--- config.mk ---
export PLATFORM = sky130hd
export DESIGN_NAME = pdm_pixel_packer
export DESIGN_NICKNAME = d
export VERILOG_FILES = /design/src/rtl/pdm_pixel_packer_pkg.sv /design/src/rtl/pdm_pixel_packer_compare.sv /design/src/rtl/pdm_pixel_packer.sv
export SDC_FILE = /design/constraint.sdc
export NUM_CORES = 1
export LEC_CHECK = 0
export ABC_AREA = 0
export CORE_MARGIN = 2
export CORE_UTILIZATION = 48
export CTS_CLUSTER_SIZE = 25
export DETAILED_ROUTE_END_ITERATION = 16
export GPL_TIMING_DRIVEN = 0
export PLACE_DENSITY = 0.78
export SYNTH_ARGS = -nofsm -noshare
export SYNTH_HDL_FRONTEND = slang
export SYNTH_HIERARCHICAL = 1
export SYNTH_SLANG_ARGS = --single-unit
--- constraint.sdc ---
create_clock -name clk -period 1.5 [get_ports clk]
set_input_delay 0.3 -clock clk [delete_from_list [all_inputs] [get_ports clk]]
set_output_delay 0.3 -clock clk [all_outputs]
set_load 0.005 [all_outputs]
--- src/rtl/pdm_pixel_packer_pkg.sv ---
// Shared HUB75 constants for the pixel packer and panel shifter.
// Bit positions of out_rgb6, half-select bit of y, and the pairing action set.
package pdm_pixel_packer_pkg;

    localparam int unsigned SUBFRAME_BITS_DEFAULT = 8;
    localparam int unsigned CHAN_BITS             = 8;
    localparam int unsigned HALF_BIT              = 5;

    localparam int unsigned HUB_R0 = 0;
    localparam int unsigned HUB_G0 = 1;
    localparam int unsigned HUB_B0 = 2;
    localparam int unsigned HUB_R1 = 3;
    localparam int unsigned HUB_G1 = 4;
    localparam int unsigned HUB_B1 = 5;

    typedef enum logic [2:0] {
        PAIR_IDLE,
        PAIR_CAPTURE,
        PAIR_ORPHAN,
        PAIR_EMIT,
        PAIR_MISMATCH
    } pair_action_e;

endpackage

--- src/rtl/pdm_pixel_packer_compare.sv ---
// One-channel PDM slicer: channel lit when strictly above the bit-reversed subframe.
import pdm_pixel_packer_pkg::*;

module pdm_compare #(
    parameter int unsigned WIDTH = SUBFRAME_BITS_DEFAULT
) (
    input  logic [WIDTH-1:0] channel,
    input  logic [WIDTH-1:0] subframe,
    output logic             lit
);

    logic [WIDTH-1:0] threshold;

    // Bit reversal spreads the v lit subframes evenly over the 2^WIDTH period.
    always_comb begin
        threshold = '0;
        for (int unsigned i = 0; i < WIDTH; i++) begin
            threshold[i] = subframe[WIDTH-1-i];
        end
    end

    assign lit = (channel > threshold);

endmodule

--- src/rtl/pdm_pixel_packer.sv ---
// Converts rgb24 pixels to PDM bits and pairs upper/lower halves into HUB75 words.
// Stage 1 registers the compare result; stage 2 holds one upper entry for pairing.
import pdm_pixel_packer_pkg::*;

module pdm_pixel_packer #(
    parameter int unsigned SUBFRAME_BITS = SUBFRAME_BITS_DEFAULT
) (
    input  logic                     clk,
    input  logic                     reset,
    input  logic                     in_valid,
    input  logic [5:0]               in_x,
    input  logic [5:0]               in_y,
    input  logic [SUBFRAME_BITS-1:0] in_subframe,
    input  logic [23:0]              in_rgb24,
    output logic                     out_valid,
    output logic [5:0]               out_rgb6,
    output logic [5:0]               out_x,
    output logic [4:0]               out_row,
    output logic                     pair_error
);

    logic [2:0] lit;

    pdm_compare #(.WIDTH(SUBFRAME_BITS)) u_cmp_r (
        .channel  (in_rgb24[CHAN_BITS-1:0]),
        .subframe (in_subframe),
        .lit      (lit[0])
    );

    pdm_compare #(.WIDTH(SUBFRAME_BITS)) u_cmp_g (
        .channel  (in_rgb24[2*CHAN_BITS-1:CHAN_BITS]),
        .subframe (in_subframe),
        .lit      (lit[1])
    );

    pdm_compare #(.WIDTH(SUBFRAME_BITS)) u_cmp_b (
        .channel  (in_rgb24[3*CHAN_BITS-1:2*CHAN_BITS]),
        .subframe (in_subframe),
        .lit      (lit[2])
    );

    logic       s1_valid;
    logic [2:0] s1_bits;
    logic [5:0] s1_x;
    logic [5:0] s1_y;

    always_ff @(posedge clk) begin
        if (reset) begin
            s1_valid <= 1'b0;
            s1_bits  <= '0;
            s1_x     <= '0;
            s1_y     <= '0;
        end else begin
            s1_valid <= in_valid;
            s1_bits  <= lit;
            s1_x     <= in_x;
            s1_y     <= in_y;
        end
    end

    logic         hold_full;
    logic [2:0]   hold_bits;
    logic [5:0]   hold_x;
    logic [4:0]   hold_row;
    pair_action_e action;

    always_comb begin
        action = PAIR_IDLE;
        if (s1_valid) begin
            if (!s1_y[HALF_BIT]) begin
                action = hold_full ? PAIR_ORPHAN : PAIR_CAPTURE;
            end else if (hold_full && hold_x == s1_x && hold_row == s1_y[4:0]) begin
                action = PAIR_EMIT;
            end else begin
                action = PAIR_MISMATCH;
            end
        end
    end

    always_ff @(posedge clk) begin
        if (reset) begin
            hold_full  <= 1'b0;
            hold_bits  <= '0;
            hold_x     <= '0;
            hold_row   <= '0;
            out_valid  <= 1'b0;
            pair_error <= 1'b0;
            out_rgb6   <= '0;
            out_x      <= '0;
            out_row    <= '0;
        end else begin
            out_valid  <= 1'b0;
            pair_error <= 1'b0;
            case (action)
                PAIR_CAPTURE, PAIR_ORPHAN: begin
                    hold_full  <= 1'b1;
                    hold_bits  <= s1_bits;
                    hold_x     <= s1_x;
                    hold_row   <= s1_y[4:0];
                    pair_error <= (action == PAIR_ORPHAN);
                end
                PAIR_EMIT, PAIR_MISMATCH: begin
                    hold_full        <= 1'b0;
                    out_valid        <= 1'b1;
                    pair_error       <= (action == PAIR_MISMATCH);
                    out_x            <= s1_x;
                    out_row          <= s1_y[4:0];
                    out_rgb6[HUB_R1] <= s1_bits[0];
                    out_rgb6[HUB_G1] <= s1_bits[1];
                    out_rgb6[HUB_B1] <= s1_bits[2];
                    // A lower pixel without a matching upper is emitted with a dark upper half.
                    out_rgb6[HUB_R0] <= (action == PAIR_EMIT) && hold_bits[0];
                    out_rgb6[HUB_G0] <= (action == PAIR_EMIT) && hold_bits[1];
                    out_rgb6[HUB_B0] <= (action == PAIR_EMIT) && hold_bits[2];
                end
                default: ;
            endcase
        end
    end

endmodule

==> results of run 1 <==
==> stage by stage <==
step                      instance area (sq um)  std cells   util  setup slack, ps
final                                      3270        418  0.688             12.4
after global routing                       3270        418  0.688            -31.6
after CTS                                  3240        418  0.682            -40.4
after detailed placement                   3130        410  0.658             -440
after global placement                     3130        410  0.658             -440
after floorplan                            2400        278      -              208
==> critical path, cell delays in order <==
cell	delay, ps
clkdlybuf4s50_1	410
ha_1	290
nor2b_4	130
o211ai_2	160
a21oi_2	70
o22a_1	180
nor2b_1	140
==> metal layers <==
metal	vias to the layer above	GRT usage	wire length [um]
li1	1054	-	-
met1	901	0.227	2350
met2	61	0.339	2390
met3	15	0.0469	254
met4	0	0.0794	131
met5	-	0	0
==> logic make-up after synthesis <==
family / synth area share
adders and majority gates: 0.125
buffers and inverters: 0.0616
DFF: 0.418
and+or+nand+nor: 0.217
xor gates and xnor gates: 0.0402
AOI/OAI and AO/OA: 0.138
==> cell usage after synthesis <==
| master | number | area share |
|---|---|---|
| buf_2 | 4 | 0.0084 |
| o211ai_2 | 3 | 0.016 |
| a21boi_0 | 1 | 0.0031 |
| nand4_1 | 5 | 0.013 |
| nor4_4 | 1 | 0.0089 |
| o22a_1 | 3 | 0.011 |
| inv_1 | 28 | 0.044 |
| clkbuf_1 | 4 | 0.0063 |
| and2_1 | 1 | 0.0026 |
| nand4bb_2 | 1 | 0.0068 |
| o21ai_0 | 4 | 0.0084 |
| dfxtp_1 | 50 | 0.42 |
| a31oi_1 | 1 | 0.0026 |
| xor2_1 | 4 | 0.015 |
| nand4_2 | 3 | 0.016 |
| a21oi_1 | 37 | 0.077 |
| nor2b_1 | 17 | 0.044 |
| o21ai_1 | 3 | 0.0063 |
| nor2b_4 | 3 | 0.017 |
| ha_1 | 24 | 0.13 |
| nand2_1 | 64 | 0.10 |
| buf_1 | 2 | 0.0031 |
| xnor2_1 | 7 | 0.026 |
| o21a_1 | 1 | 0.0031 |
| a21oi_2 | 3 | 0.011 |
| and2b_1 | 1 | 0.0031 |
| nor2_1 | 3 | 0.0047 |
==> registers in the layout (all words and copies together), names as in the netlist <==
| signal | cells |
|---|---|
| s1_x | 6 |
| hold_row | 5 |
| s1_bits | 3 |
| hold_full | 1 |
| hold_bits | 3 |
| out_rgb6 | 6 |
| s1_y | 6 |
| hold_x | 6 |
| out_x | 6 |
| s1_valid | 1 |
| out_row | 5 |
| pair_error | 1 |
| out_valid | 1 |
==> power breakdown <==
part           switching [uW]  internal [uW]
Combinational             202            264
Sequential               36.2           1370
Clock                     424            329
Total                     662           1960
==> cell type report <==
class	count	area, sq um	share of cell area
plain buffers	10	48.8	0.0149
clock inverters	2	13.8	0.00421
flip-flops and latches	50	1000	0.306
inverters	28	105	0.0321
multi-input cells	190	1300	0.396
well taps	67	83.8	0.0256
clock buffers	6	72.6	0.0222
repair buffers	65	649	0.199
==> worst max-delay path by stage <==
stage                        start  slack (ps)  depth (start not counted)    endpoint
global route           in_rgb24[1]         -30                          7  s1_bits[0]
detailed placement  in_subframe[6]        -440                          8  s1_bits[0]
global placement    in_subframe[6]        -440                          8  s1_bits[0]
finish                 in_rgb24[1]          10                          7  s1_bits[0]
CTS                 in_subframe[4]         -40                          7  s1_bits[0]
floorplan           in_subframe[6]         210                          7  s1_bits[1]
==> timing repair <==
item                       4_1_cts  5_1_grt
setup endpoints to repair       28       23
pin swaps                        0        3
gates resized for setup         11        5
==> run_results.csv, run 1 <==
group,metric,value,unit
min_path,hold_class,"register to register",
cells_and_area,nNetsFinal,421,
yosys,ys_ff_latch,50,
yosys,synth-seq-area-share,0.418,
sta,setup_violations,0,
sta,fin_crit,1490,ps
cells_and_area,final_common_cell,"nand2_1",
detailed_routing,drc,0,
detailed_routing,drtIter0Drc,54,
worst_setup_path,path_max_fanout,2,
global_routing,antenna_found_initial,0,
global_routing,grt_overflow,0,
floorplan,die_h,74.7,um
sta,tns,0,ps
detailed_routing,vias,2031,
detailed_routing,totalWireLength,5.13,mm
detailed_routing,post_drt_wl_per_cell,12.3,um
clock_tree,worstSkewPairLatency,300,ps
min_path,hold_path_depth,2,
power,power.leakage,0.00133,uW
min_path,holdCritStartpoint,"hold_bits[0]",
yosys,syn_nets,349,
worst_setup_path,reg2reg_to,"out_row[2]",
worst_setup_path,r2r-start,"s1_valid",
sta,worstMarginPinSlew,487,ps
clock_tree,cts_tree,"yes",
worst_setup_path,arrival,1680,ps
cells_and_area,fillers,391,
cells_and_area,drive_above_1_share,0.103,
worst_setup_path,rr_worst_depth,4,
placed_design,port_buffers,65,
sta,rsz0062_at_grt,"true",
cells_and_area,final_cell_mix,"nand2_1 (64), clkdlybuf4s50_1 (61), dfxtp_1 (50)",
job,maxCapViolations,0,
sta,slew_viol_final,0,
clock_tree,htreeDepth,2,
worst_setup_path,rrSetupSlack,170,ps
floorplan,initial_utilization,0.504,
floorplan,num_io_pins,66,
sta,whs,438,ps
sta,finalCritPeriodShare,0.992,
sta,relSlewSlack,0.675,
cells_and_area,syn_to_final_growth,36.5,%
detailed_routing,firstDrtPassIters,4,
detailed_routing,avgViaCountPerCell,4.86,
clock_tree,postCtsSetupRepairBufs,0,
global_routing,grt_pass1_vias,1949,
cells_and_area,n_antenna_cell,0,
power,finalPower,2630,uW
min_path,holdPathEnd,"out_rgb6[0]",
global_routing,grt_usage,0.194,
global_routing,grt_max_degree,16,
clock_tree,cts_hold_buf,0,
detailed_routing,antenna_left,0,
floorplan,die_w,74.7,um
sta,fin_worst_skew,10.6,ps
sta,fmax,672,MHz
yosys,syn_area,2400,sq um
floorplan,coreArea,4750,sq um
floorplan,die_area,5570,sq um
yosys,syn-mean-instance-area,8.62,sq um
floorplan,rows,25,
power,ir_worst_vdd,0.408,mV
clock_tree,clockBufferDepth,2,
yosys,synthCells,278,
yosys,synth_cell_types,27,
sta,final-hold-violation-count,0,
worst_setup_path,path_class,"input port to register",
worst_setup_path,required,1690,ps
clock_tree,root_buffer,"clkbuf_8",
status,status,"complete, no violations",
worst_setup_path,startpoint_type,"input port",
clock_tree,cts_made_buffers,5,
global_routing,grt_pass1_wl,8.26,mm
placed_design,place_hpwl,4.02,mm
clock_tree,path_clk_slew,90,ps
worst_setup_path,critPathCaptureType,"register",
yosys,synth_warnings,6,
clock_tree,cts_sinks,50,
placed_design,gp_congestion,0.756,
power,powerDensity,803,nW/um^2
Note: power is estimated with default switching activity, not from simulation.
==> inputs of run 2 (changes only) <==
--- a/config.mk
+++ b/config.mk
@@ -5,10 +5,9 @@
 export SDC_FILE = /design/constraint.sdc
 export NUM_CORES = 1
 export LEC_CHECK = 0
-export ABC_AREA = 0
-export CORE_MARGIN = 2
-export CORE_UTILIZATION = 48
-export CTS_CLUSTER_SIZE = 25
+export ABC_AREA = 1
+export CORE_MARGIN = 3
+export CORE_UTILIZATION = 49
 export DETAILED_ROUTE_END_ITERATION = 16
 export GPL_TIMING_DRIVEN = 0
 export PLACE_DENSITY = 0.78
==> run_results.csv, run 2 <==
group,metric,value,unit
clock_tree,worstSkewPairLatency,300,ps
power,power_switching,743,uW
power,pwr-share-clk,0.271,
power,powerDensity,737,nW/um^2
sta,fin_worst_skew,8.85,ps
worst_setup_path,startpoint_type,"register",
cells_and_area,fillers,430,
sta,rsz0062_at_grt,"true",
worst_setup_path,path_max_fanout,10,
sta,relSlewSlack,0.631,
sta,tns,-29.5,ps
cells_and_area,nNetsFinal,542,
floorplan,die_area,6350,sq um
worst_setup_path,required,1700,ps
sta,setup_ws,-29.5,ps
cells_and_area,syn_to_final_growth,39.6,%
worst_setup_path,arrival,1730,ps
worst_setup_path,rr_worst_depth,10,
clock_tree,path_clk_slew,90,ps
sta,fmax,654,MHz
yosys,synth-async-reset-ratio,0,
clock_tree,root_buffer,"clkbuf_8",
power,p_comb_frac,0.200,
power,seqPwrFrac,0.528,
global_routing,grt_usage,0.210,
cells_and_area,n_antenna_cell,0,
cells_and_area,final_common_cell,"inv_1",
min_path,holdPathEnd,"hold_x[2]",
placed_design,place_ws,-382,ps
power,power.internal,2000,uW
worst_setup_path,rrSetupSlack,-30,ps
floorplan,die_h,79.7,um
sta,setup_violations,1,
placed_design,place_hpwl,4.66,mm
detailed_routing,post_drt_wl_per_cell,11.7,um
sta,finalCritPeriodShare,1.02,
power,switching_share,0.271,
yosys,synth_edf_count,0,
yosys,synth-seq-area-share,0.376,
floorplan,die_w,79.7,um
global_routing,grt_max_degree,15,
yosys,syn-mean-instance-area,6.82,sq um
clock_tree,cts_hold_buf,0,
yosys,synth_top_area_cell,"dfxtp_1",
yosys,synth_cell_types,19,
detailed_routing,antenna_left,0,
floorplan,initial_utilization,0.515,
clock_tree,cts_tree,"yes",
cells_and_area,fin_area,3720,sq um
placed_design,gp_congestion,0.840,
yosys,synthCells,390,
min_path,hold_class,"register to register",
yosys,ys_ff_latch,50,
detailed_routing,firstDrtPassIters,4,
global_routing,grt_overflow,0,
clock_tree,clockBufferDepth,2,
worst_setup_path,critPathCaptureType,"register",
clock_tree,cts_sinks,50,
detailed_routing,drtIter0Drc,116,
status,status,"complete, but fails checks",
sta,final-hold-violation-count,0,
worst_setup_path,reg2reg_to,"out_x[0]",
cells_and_area,drive_above_1_share,0.157,
yosys,synth.area.top_cells,"dfxtp_1 (38%), inv_1 (12%), ha_1 (11%)",
yosys,synth_most_common_cell,"inv_1",
clock_tree,htreeDepth,2,
sta,fin_crit,1530,ps
clock_tree,cts_made_buffers,5,
global_routing,antenna_found_initial,0,
status,violations,"negative setup slack",
yosys,ys.flop_type,"dfxtp_1",
yosys,syn_nets,461,
floorplan,coreArea,5170,sq um
min_path,hold_path_depth,2,
worst_setup_path,path_class,"register to register",
cells_and_area,multiInputGateArea,1370,sq um
floorplan,rows,26,
detailed_routing,drc,0,
job,maxCapViolations,0,
detailed_routing,totalWireLength,6.35,mm
yosys,syn_area,2660,sq um
yosys,synth_top_area_frac,0.376,
global_routing,grt_pass1_wl,10.5,mm
floorplan,num_io_pins,66,
detailed_routing,avgViaCountPerCell,4.73,
global_routing,grt_pass1_vias,2445,
sta,slew_viol_final,0,
power,ir_worst_vdd,0.516,mV
sta,worstMarginPinSlew,554,ps
power,power.leakage,0.00191,uW
yosys,synth_warnings,6,
cells_and_area,utilization,0.718,
yosys,synth_common_cells,"inv_1 (85), nand2_1 (74), nor2_1 (52), dfxtp_1 (50), a21oi_1 (40)",
worst_setup_path,r2r-start,"s1_x[1]",
cells_and_area,final_cell_mix,"inv_1 (82), nand2_1 (70), clkdlybuf4s50_1 (55)",
placed_design,dpl_cell_area,3400,sq um
min_path,holdCritStartpoint,"s1_x[2]",
detailed_routing,vias,2557,
placed_design,port_buffers,65,
cells_and_area,sequential_cell_area,1020,sq um
run 2: stage by stage:
step	total power [uW]	instances	hold slack [ps]
floorplan	1750	390	369
global placement	1970	525	472
detailed placement	1980	525	470
CTS	2740	538	478
global route	2900	541	491
finish	2740	541	482
run 2: per-layer routing:
layer,vias to the layer above,GRT usage,part of all wire
li1,1356,-,-
met1,1121,0.262,0.44
met2,70,0.354,0.48
met3,10,0.0474,0.064
met4,0,0.0756,0.017
met5,-,0,0
run 2: cell type report:
class / instances / share of cell area
Sequential cell: 50 / 0.275
Inverter: 89 / 0.0899
Timing Repair Buffer: 73 / 0.197
Multi-Input combinational cell: 240 / 0.367
Clock inverter: 1 / 0.00202
Clock buffer: 6 / 0.0195
Buffer: 12 / 0.0253
Tap cell: 70 / 0.0236
run 2: kinds of logic (layout without fill, tap and decap cells):
kind of cell	after synthesis	after routing	synth area share
AOI/OAI and AO/OA	57	57	0.112
DFF	50	50	0.376
buffers and inverters	101	181	0.150
adders and majority gates	24	24	0.113
and+or+nand+nor	158	159	0.249
run 2: power groups by stage:
stage	Combinational, uW	Clock (uW)	Sequential [uW]
floorplan	291	0	1460
CTS	531	763	1440
global route	625	821	1460
finish	548	743	1450
detailed placement	516	0	1470
global placement	499	0	1470
run 2: worst max path at each step:
stage	startpoint	end	depth (start not counted)	slack, ps
5_1_grt	s1_y[1]	out_rgb6[3]	10	-140
2_1_floorplan	s1_x[5]	out_x[1]	12	150
6_report	s1_x[1]	out_x[0]	10	-30
4_1_cts	s1_x[1]	out_rgb6[1]	11	-9
3_3_place_gp	in_subframe[0]	s1_bits[1]	8	-310
3_5_place_dp	in_subframe[0]	s1_bits[2]	10	-380
run 2: worst max-delay path, stage by stage (launching register included):
cell and delay [ps]:
dfxtp_2 360, inv_2 40, nand2_1 50, nand2_1 40
nor2_1 90, nand2_1 90, nor2_4 170, nand3_4 140
buf_6 180, a21oi_1 190, nor2_1 70
run 2: timing repair:
item                                   in CTS  in global routing
pin swaps                                   4                 11
cloned                                      3                  1
resized for setup                          29                 40
setup endpoints to repair                  22                 39
setup buffers                               3                  2
endpoints found under the hold margin       0                  0
